--- src/rtl/apb_cfg_slave.sv ---
// APB completer for the LPDDR controller config space.
// RW config registers, RO status words, fixed wait states.
module apb_cfg_slave #(
  parameter int APB_ADDR_WIDTH = 16,
  parameter int APB_DATA_WIDTH = 32,
  parameter int NUM_RW         = 6,
  parameter int NUM_RO         = 2,
  parameter int WAIT_CYCLES    = 0
) (
  input  logic                             pclk,
  input  logic                             presetn,
  input  logic [APB_ADDR_WIDTH-1:0]        paddr,
  input  logic [APB_DATA_WIDTH-1:0]        pwdata,
  input  logic                             pwrite,
  input  logic                             psel,
  input  logic                             penable,
  output logic                             pready,
  output logic [APB_DATA_WIDTH-1:0]        prdata,
  output logic [NUM_RW*APB_DATA_WIDTH-1:0] cfg_regs,
  output logic [NUM_RW-1:0]                cfg_wr,
  input  logic [NUM_RO*APB_DATA_WIDTH-1:0] sts_regs
);

  localparam int W  = APB_DATA_WIDTH;
  localparam int IW = APB_ADDR_WIDTH - 2;

  typedef enum logic [1:0] {
    IDLE,
    WAIT,
    READY
  } state_t;

  state_t            state_q, state_d;
  logic [3:0]        cnt_q, cnt_d;
  logic              cap;
  logic [IW-1:0]     idx;
  logic [W-1:0]      rdata;
  logic [NUM_RW-1:0] wr_hit;
  logic              unused_abits;

  assign idx          = paddr[APB_ADDR_WIDTH-1:2];
  assign unused_abits = ^paddr[1:0];

  // Unmapped words fall through to zero
  always_comb begin
    rdata = '0;
    for (int i = 0; i < NUM_RW; i++) begin
      if (idx == IW'(i)) rdata = cfg_regs[i*W +: W];
    end
    for (int j = 0; j < NUM_RO; j++) begin
      if (idx == IW'(NUM_RW + j)) rdata = sts_regs[j*W +: W];
    end
  end

  always_comb begin
    wr_hit = '0;
    for (int i = 0; i < NUM_RW; i++) begin
      if (state_q == READY && pwrite && idx == IW'(i))
        wr_hit[i] = 1'b1;
    end
  end

  always_comb begin
    state_d = state_q;
    cnt_d   = cnt_q;
    cap     = 1'b0;
    unique case (state_q)
      IDLE: begin
        if (psel && penable) begin
          cnt_d = 4'(WAIT_CYCLES);
          if (WAIT_CYCLES > 0) begin
            state_d = WAIT;
          end else begin
            state_d = READY;
            cap     = 1'b1;
          end
        end
      end
      WAIT: begin
        if (!(psel && penable)) begin
          state_d = IDLE;
        end else if (cnt_q == 4'd1) begin
          state_d = READY;
          cap     = 1'b1;
        end else begin
          cnt_d = cnt_q - 4'd1;
        end
      end
      READY: state_d = IDLE;
      default: state_d = IDLE;
    endcase
  end

  always_ff @(posedge pclk or negedge presetn) begin
    if (!presetn) begin
      state_q <= IDLE;
      cnt_q   <= '0;
      pready  <= 1'b0;
      prdata  <= '0;
      cfg_wr  <= '0;
    end else begin
      state_q <= state_d;
      cnt_q   <= cnt_d;
      pready  <= (state_d == READY);
      cfg_wr  <= wr_hit;
      if (cap && !pwrite) prdata <= rdata;
    end
  end

  always_ff @(posedge pclk or negedge presetn) begin
    if (!presetn) begin
      cfg_regs <= '0;
    end else begin
      for (int i = 0; i < NUM_RW; i++) begin
        if (wr_hit[i]) cfg_regs[i*W +: W] <= pwdata;
      end
    end
  end

endmodule

--- config.mk ---
export PLATFORM = sky130hd
export DESIGN_NAME = apb_cfg_slave
export DESIGN_NICKNAME = d
export VERILOG_FILES = /design/src/rtl/apb_cfg_slave.sv
export SDC_FILE = /design/constraint.sdc
export NUM_CORES = 1
export LEC_CHECK = 0
export ABC_AREA = 1
export CAP_MARGIN = 20
export CORE_UTILIZATION = 35
export CTS_BUF_LIST = sky130_fd_sc_hd__clkbuf_8
export DETAILED_ROUTE_END_ITERATION = 10
export GPL_TIMING_DRIVEN = 0
export HOLD_SLACK_MARGIN = 0.02
export SYNTH_ARGS = -nofsm -noshare
export SYNTH_HDL_FRONTEND = slang
export SYNTH_SLANG_ARGS = --single-unit
--- constraint.sdc ---
create_clock -name pclk -period 4.3 [get_ports pclk]
set_input_delay 0.86 -clock pclk [delete_from_list [all_inputs] [get_ports pclk]]
set_output_delay 0.86 -clock pclk [all_outputs]
set_load 0.02 [all_outputs]
# == After elaboration in Yosys (flattened, before gate mapping) ==
# Cells that the tools add are included.
# classes
n_addsub,1
eq_ne,14
n_mux,26
reduce_logical,14
# ops
cell,count
$mux W32,8
$eq A14 B3 Y1 const B,4
$eq A14 B2 Y1 const B,2
$eq A14 B1 Y1 const B,1
$logic_not A14 Y1,1
$mux W4,3
$logic_and A1 B1 Y1,9
$mux W1,9
$pmux W4 S2,1
$mux W2,3
$ne A2 B2 Y1 const B,3
$eq A2 B2 Y1 const B,2
$eq A4 B1 Y1 const B,1
$pmux W2 S2,1
$reduce_and A4 Y1,1
$sub A4 B1 Y4 const B,1
$eq A2 B1 Y1 const B,1
$logic_not A2 Y1,1
$pmux W1 S2,1
$reduce_bool A2 Y1,1
$logic_not A1 Y1,1
# word_totals
register_bits,237
in_bits,117
output_inout_bits,231
word_cells,66

# == Depth between registers and ports, before layout ==
# Gate-level depths: netlist (run 1).
# depth
ltp_word,9
depth_mapped,12
depth_no_buf,10

# == Least setup slack after synthesis (run 1) ==
# Ideal clock, no wire load.
# synth_path
path_type,in2reg
from,in paddr[11]
to,reg cfg_regs[148]
setup_ns,0.126
t_arrival_ns,2.022
required_time_ns,4.174
slack_ns,2.152
stages,8
n_path_buf,3
path_cell_list,or2_4 nor2_2 buf_4 nand3_2 nor2_1 buf_4 buf_4 o21ai_0
# synth_between
elab_chain_len,3
# synth_lines
element,line,source
"start, declared",12,"input logic [APB_ADDR_WIDTH-1:0] paddr,"
$eq A14 B3 Y1,58,if (state_q == READY && pwrite && idx == IW'(i))
$logic_and A1 B1 Y1,58,
$mux W1,58,
"end signal, assigned by index",115,if (wr_hit[i]) cfg_regs[i*W +: W] <= pwdata;
"end, declared",19,"output logic [NUM_RW*APB_DATA_WIDTH-1:0] cfg_regs,"
# No other way between the ends.
# A chain may end at the register's enable or synchronous reset.

# == Worst setup path after layout (run 1) ==
# layout_path
from,in paddr[3]
to,reg prdata[18]
# layout_between
elab_chain_len,9
word_cells_on_any_way,16
cone_classes,eq/ne (7); mux (8); reduce/logical (1)
# layout_lines
element,line,source
$logic_not A14 Y1,48,if (idx == IW'(i)) rdata = cfg_regs[i*W +: W];
$mux W32 (6 in series),48,
$mux W32,51,if (idx == IW'(NUM_RW + j)) rdata = sts_regs[j*W +: W];
$mux W32 *,51,
"end signal, assigned",106,if (cap && !pwrite) prdata <= rdata;
"end, declared",18,"output logic [APB_DATA_WIDTH-1:0] prdata,"
# Every way passes the cells marked *; elsewhere a longest branch is shown, timed or not.

==> flow_summary_export.csv, run 1 <==
group,metric,value,unit
status,outcome,"completed",
cts,post_cts_buffers,0,
critical_path,r2r_start,"cnt_q[1]",
global_route,grt_pass1_vias,10854,
cts,tritoncts,"yes",
synthesis,yosysWarnings,0,
synthesis,synthCells,1297,
critical_path,r2r_setup_slack,1890,ps
placed_design,gp_congestion,0.844,
cts,cts_resized,0,
power,ir_worst_vdd,167,uV
synthesis,syn_nets,1416,
sta,skew,20.6,ps
sta,layout_min_cycle_time,2940,ps
layout,nets,1808,
cts,root_buffer,"clkbuf_8",
critical_path,reg2reg_depth,9,
sta,period_share,68.4,%
detailed_routing,ant_nets,0,
detailed_routing,via_per_inst,5.18,
power,p_leak,7.13,nW
layout,finalNonFillerCells,2110,
layout,nFillCells,2916,
global_route,antenna_found_initial,2,
detailed_routing,drt_iter0_markers,794,
floorplan,die_h,177,um
floorplan,start_util,35.9,%
cts,cts_made_buffers,43,
sta,tns,0,ps
floorplan,rows,63,
critical_path,cp_cell_sequence,"clkdlybuf4s50_1, inv_1, nor2_1, nand3_1, nor4_4, clkbuf_1, nand2_1, nand4_1, nand2_1, nand2_1",
cts,clock-sinks,237,
cts,clk_pin_slew,60,ps
global_route,grt.overflow.total,0,
critical_path,cp.required,4780,ps
min_path,hp-class,"in -> async",
cts,cts_buffer_depth,3,
critical_path,cpPeakStageDelay,660,ps
critical_path,r2r_end,"prdata[2]",
sta,hold_viol,0,
layout,multi_input_area,4110,um2
layout,drive_gt1_share,7.21,%
placed_design,placed_cells,2034,
global_route,grt_pass1_wl,67100,um
sta,rsz0062_at_grt,"no",
critical_path,crit_path_frequent_cell,"nand2_1",
sta,fmax,340,MHz
global_route,globalRouteTotalUtil,28.5,%
critical_path,crit_fanout,10,
sta,tightestPinTransition,816,ps
floorplan,coreArea,30000,um2
layout,seq_area,5930,um2
sta,setup_viol,0,
run,cap_violations,0,
critical_path,start_kind,"input pin",
floorplan,die-area,31500,um2
placed_design,dp_hpwl,31500,um
global_route,grt_start_max_net_pins,121,
detailed_routing,drc,0,
power,power.total,0.00456,W
detailed_routing,totalWireLength,44700,um
synthesis,yosysSeqAreaShare,55.1,%
placed_design,port_buffers,345,
floorplan,ios,348,
cts,clk_latency,550,ps
sta,max-slew-margin-rel,45.6,%
detailed_routing,drtPass1Iterations,7,
synthesis,syn_area,10800,um2
critical_path,cp.arrival,3420,ps
sta,holdWs,103,ps
power,powerDensity,292,nW/um2
detailed_routing,vias,10923,
floorplan,dieWidth,177,um
detailed_routing,wl_per_cell,21.2,um
critical_path,cpMaxStageDelayCell,"clkbuf_1",
synthesis,ys_seq_elements,237,
critical_path,crit_type,"in -> reg",
sta,slew_violations,0,
cts,htree_levels,2,
cts,postCtsHoldBufs,0,
layout,final_cell_area,15600,um2
critical_path,endpoint_kind,"flop",
synthesis,synth_cell_types,28,
placed_design,post_dp_cell_area,14800,um2
synthesis,syn_avg_cell_area,8.30,um2
layout,syn_to_final_growth,44.9,%
-- cells in the mapped netlist --
cell      count  area (um2)
or2_4         1        8.76
buf_6         4        45.0
o21ai_1      62         310
a21oi_1       3        15.0
nand2_2       3        18.8
nand3_1     135         676
xor2_1        1        8.76
nor3_4        1        16.3
inv_1        75         282
nand3_4       2        35.0
o21ai_0     133         666
nor2_1       80         300
dfrtp_1     237        5930
nor4_4        2        42.5
nand4_1      67         419
nor3_1        2        10.0
buf_2        31         155
nor4_1        1        6.26
inv_2         2        7.51
nor2_2        6        37.5
nand3_2       1        10.0
nor4b_4       1        23.8
buf_4        11        82.6
nand2_1     394        1480
clkbuf_1     38         143
o22ai_1       1        6.26
ha_1          2        25.0
buf_1         1        3.75
-- metrics by stage --
| stage | utilization [%] | setup WS, ps |
|---|---|---|
| 6_report | 52.1 | 1360 |
| 5_1_grt | 52.1 | 1200 |
| 4_1_cts | 52.1 | 1390 |
| 3_5_place_dp | 49.3 | 806 |
| 3_3_place_gp | 49.1 | -8180 |
| 2_1_floorplan | - | 2150 |
-- kinds of logic after synthesis --
logic type	share of synthesized area (%)
AND/OR/NAND/NOR	28.6
flip-flops	55.1
AO/OA/AOI/OAI	9.27
buffers and inverters	6.67
adder cells (fa/ha/maj)	0.232
XOR/XNOR	0.0814
-- placed cells by master, fill, tap and decap left out, types with 2 or more instances in the layout --
master	synthesis	layout
buf_16	0	2
inv_1	75	94
nand2_2	3	3
inv_2	2	2
nand2_1	394	394
clkbuf_8	0	54
nor4_4	2	2
o21ai_0	133	133
ha_1	2	2
clkbuf_1	38	38
nand4_1	67	67
clkdlybuf4s50_1	0	344
nand3_4	2	2
nor3_1	2	2
buf_4	11	11
nor2_2	6	6
nand3_1	135	135
nor2_1	80	80
buf_2	31	31
dfrtp_1	237	237
buf_6	4	4
a21oi_1	3	3
o21ai_1	62	62
-- final cells by class --
type                            count  area share, %
Tap cell                          390           3.13
Antenna cell                        1         0.0160
Sequential cell                   237           38.0
Clock buffer                       54           4.76
Inverter                           77           1.85
Timing Repair Buffer              347           22.5
Multi-Input combinational cell    898           26.4
Buffer                             85           2.75
Clock inverter                     21          0.562
-- how the worst max path moves through the flow --
stage,startpoint,depth (start not counted),slack [ps],endpoint
after floorplan,paddr[11],8,2150,cfg_regs[148]
after global placement,presetn,1,-8180,prdata[19]
after detailed placement,paddr[3],10,810,prdata[8]
after CTS,paddr[3],10,1390,prdata[8]
after global routing,paddr[3],10,1200,prdata[19]
final,paddr[3],10,1360,prdata[18]
-- metal layers --
layer / wire length, um / GRT usage [%] / share of wire (%) / up-vias
li1: - / - / - / 5062
met1: 18900 / 38.5 / 42 / 5290
met2: 20200 / 44.7 / 45 / 496
met3: 4380 / 7.65 / 9.8 / 75
met4: 1180 / 8.37 / 2.6 / 0
met5: 0 / 0 / 0 / -
-- power by group --
| part | leakage, nW | internal, W | switching, W | total, W |
|---|---|---|---|---|
| Combinational | 3.50 | 0.000115 | 0.000131 | 0.000246 |
| Clock | 0.494 | 0.00112 | 0.000944 | 0.00207 |
| Sequential | 3.14 | 0.00224 | 0.00000794 | 0.00225 |
| Total | 7.13 | 0.00348 | 0.00108 | 0.00456 |
-- worst max-delay path, delay by kind of cell --
family                 cells  cell delay [ps]
buffers and inverters      3             1320
and+or+nand+nor            7             1230
-- sequential cells by signal, indices dropped and copies added, names as in the netlist --
register and flops:
cfg_wr 6, state_q 2, prdata 32, cfg_regs 192
cnt_q 4, pready 1
Power figures use the tool's default switching activity.
==> run 2: changes to the inputs <==
--- a/config.mk
+++ b/config.mk
@@ -12,6 +12,7 @@
 export DETAILED_ROUTE_END_ITERATION = 10
 export GPL_TIMING_DRIVEN = 0
 export HOLD_SLACK_MARGIN = 0.02
+export PLACE_DENSITY = 0.66
 export SYNTH_ARGS = -nofsm -noshare
 export SYNTH_HDL_FRONTEND = slang
 export SYNTH_SLANG_ARGS = --single-unit
==> constraint.sdc (replaced) <==
create_clock -name pclk -period 2.55 [get_ports pclk]
set_input_delay 0.51 -clock pclk [delete_from_list [all_inputs] [get_ports pclk]]
set_output_delay 0.51 -clock pclk [all_outputs]
set_load 0.02 [all_outputs]
==> run 2 against run 1 <==
Critical path depth increased by 2. Routed wire length increased by 0.40%. First-iteration DRC count increased by 11%. Power increased by 70%. Clock skew increased by 13 ps. Via count increased by 2.0%. Global-route usage increased by 0.13 points. Clock power increased by 71%. Combinational power increased by 69%. Non-clock buffer count increased by 2. Setup slack got worse by 1200 ps. Critical path type unchanged. Critical endpoint is now prdata[15]. Highest routed layer unchanged.
==> flow_summary_export.csv, run 2 (synthesized netlist as in run 1, its figures left out) <==
group,metric,value,unit
status,outcome,"completed",
detailed_routing,via_per_inst,5.27,
sta,tightestPinTransition,785,ps
cts,cts_made_buffers,44,
layout,reg_top3,"cfg_regs: 192 flops, prdata: 32 flops, cfg_wr: 6 flops",
critical_path,crit_type,"in -> reg",
detailed_routing,ant_nets,0,
power,ir_worst_vdd,268,uV
critical_path,cp.required,3010,ps
placed_design,post_dp_cell_area,14800,um2
detailed_routing,totalWireLength,44900,um
sta,rsz0062_at_grt,"no",
power,powerDensity,495,nW/um2
placed_design,dp_slack,-623,ps
sta,period_share,95.1,%
floorplan,die_h,177,um
detailed_routing,drtPass1Iterations,5,
cts,cts_buffer_depth,3,
cts,clk_latency,550,ps
power,power.total,0.00775,W
sta,max-slew-margin-rel,47.7,%
critical_path,start_kind,"input pin",
layout,mostFrequentLayoutCells,"nand2_1 (394), clkdlybuf4s50_1 (344), dfrtp_1 (237)",
layout,regMostFlops,"cfg_regs",
sta,skew,33.3,ps
sta,layout_min_cycle_time,2420,ps
detailed_routing,wl_per_cell,21.2,um
layout,drive_gt1_share,7.78,%
detailed_routing,drc,0,
layout,post-route-util,52.2,%
sta,hold_viol,0,
layout,largest_reg_flops,192,
cts,root_buffer,"clkbuf_8",
placed_design,dp_hpwl,31800,um
global_route,grt_start_max_net_pins,106,
critical_path,cp.arrival,2880,ps
min_path,hp-class,"in -> async",
sta,setup_viol,0,
sta,fmax,413,MHz
critical_path,crit_fanout,10,
global_route,antenna_found_initial,2,
layout,finalNonFillerCells,2114,
floorplan,dieWidth,177,um
cts,clock-sinks,237,
floorplan,coreArea,30000,um2
detailed_routing,drt_iter0_markers,881,
cts,htree_levels,2,
floorplan,die-area,31500,um2
placed_design,placed_cells,2034,
layout,mostFrequentLayoutCell,"nand2_1",
run,cap_violations,0,
global_route,grt.overflow.total,0,
sta,worst_slack,126,ps
sta,slew_violations,0,
global_route,grt_pass1_wl,67500,um
power,p_leak,7.16,nW
detailed_routing,vias,11144,
floorplan,ios,348,
layout,nets,1811,
global_route,globalRouteTotalUtil,28.6,%
placed_design,port_buffers,345,
layout,syn_to_final_growth,45.4,%
global_route,grt_pass1_vias,11036,
floorplan,rows,63,
critical_path,endpoint_kind,"flop",
layout,final_cell_area,15700,um2
placed_design,gp_congestion,0.856,
cts,clk_pin_slew,60,ps
floorplan,start_util,35.9,%
cts,tritoncts,"yes",
==> run 2: changes by cell type in the layout (fill, tap and decap cells not counted), moves of 3 or more <==
cell / change
clkbuf_2: +4
clkinv_2: +5
clkbuf_1: -3
inv_1: -4
==> run 2: power by group <==
group / internal, W / leakage (nW) / total, W / switching (W)
sequential: 0.00378 / 3.14 / 0.00379 / 0.0000144
combinational: 0.000195 / 3.52 / 0.000416 / 0.000221
clock: 0.00193 / 0.495 / 0.00354 / 0.00161
total: 0.00590 / 7.16 / 0.00775 / 0.00185
==> run 2: worst max-delay path: stages <==
cell and delay (ps):
clkdlybuf4s50_1 550, inv_1 90, nor2_2 140, nand2_1 90, nor2_2 310, clkbuf_1 620, nand3_1 190, nand4_1 150
nor2_1 50, nand4_1 70, nand2_1 50, nand2_1 60
==> run 2: path summary, 6_finish.rpt <==
path	start	endpoint	slack (ps)	cells after the start
min reg2reg	cnt_q[3]	cnt_q[3]	470	1
max reg2reg	state_q[1]	prdata[31]	300	8
max	paddr[2]	prdata[15]	130	12
min in group pclk	cnt_q[3]	cnt_q[3]	470	1
max in group asynchronous	presetn	cfg_regs[76]	730	4
min	presetn	pready	470	2
==> run 2: per-stage QoR <==
stage	hold slack [ps]	TNS (ps)
floorplan	214	0
global placement	463	-2289700
detailed placement	463	-46700
CTS	463	0
global route	490	0
finish	472	0
==> run 2: final cells by class <==
type	instances	area [um2]
multi-input combinational	898	4110
fill	2884	14300
sequential	237	5930
clock inverter	21	88.8
inverter	77	289
clock buffer	55	757
tap	390	488
antenna	2	5.00
buffer	85	434
timing repair buffer	349	3540
==> run 2: what timing repair did <==
item,in CTS,in global routing
hold buffers,1,0
buffers inserted,0,1
endpoints found under the hold margin,56,0
pin swaps,0,1
setup endpoints to repair,5,21
resized for setup,1,5
==> run 2: per-layer routing <==
| metal | global-route usage, % | wire [um] |
|---|---|---|
| met5 | 0 | 0 |
| met4 | 9.83 | 1450 |
| met1 | 38.1 | 18700 |
| met3 | 7.78 | 4310 |
| met2 | 44.9 | 20400 |
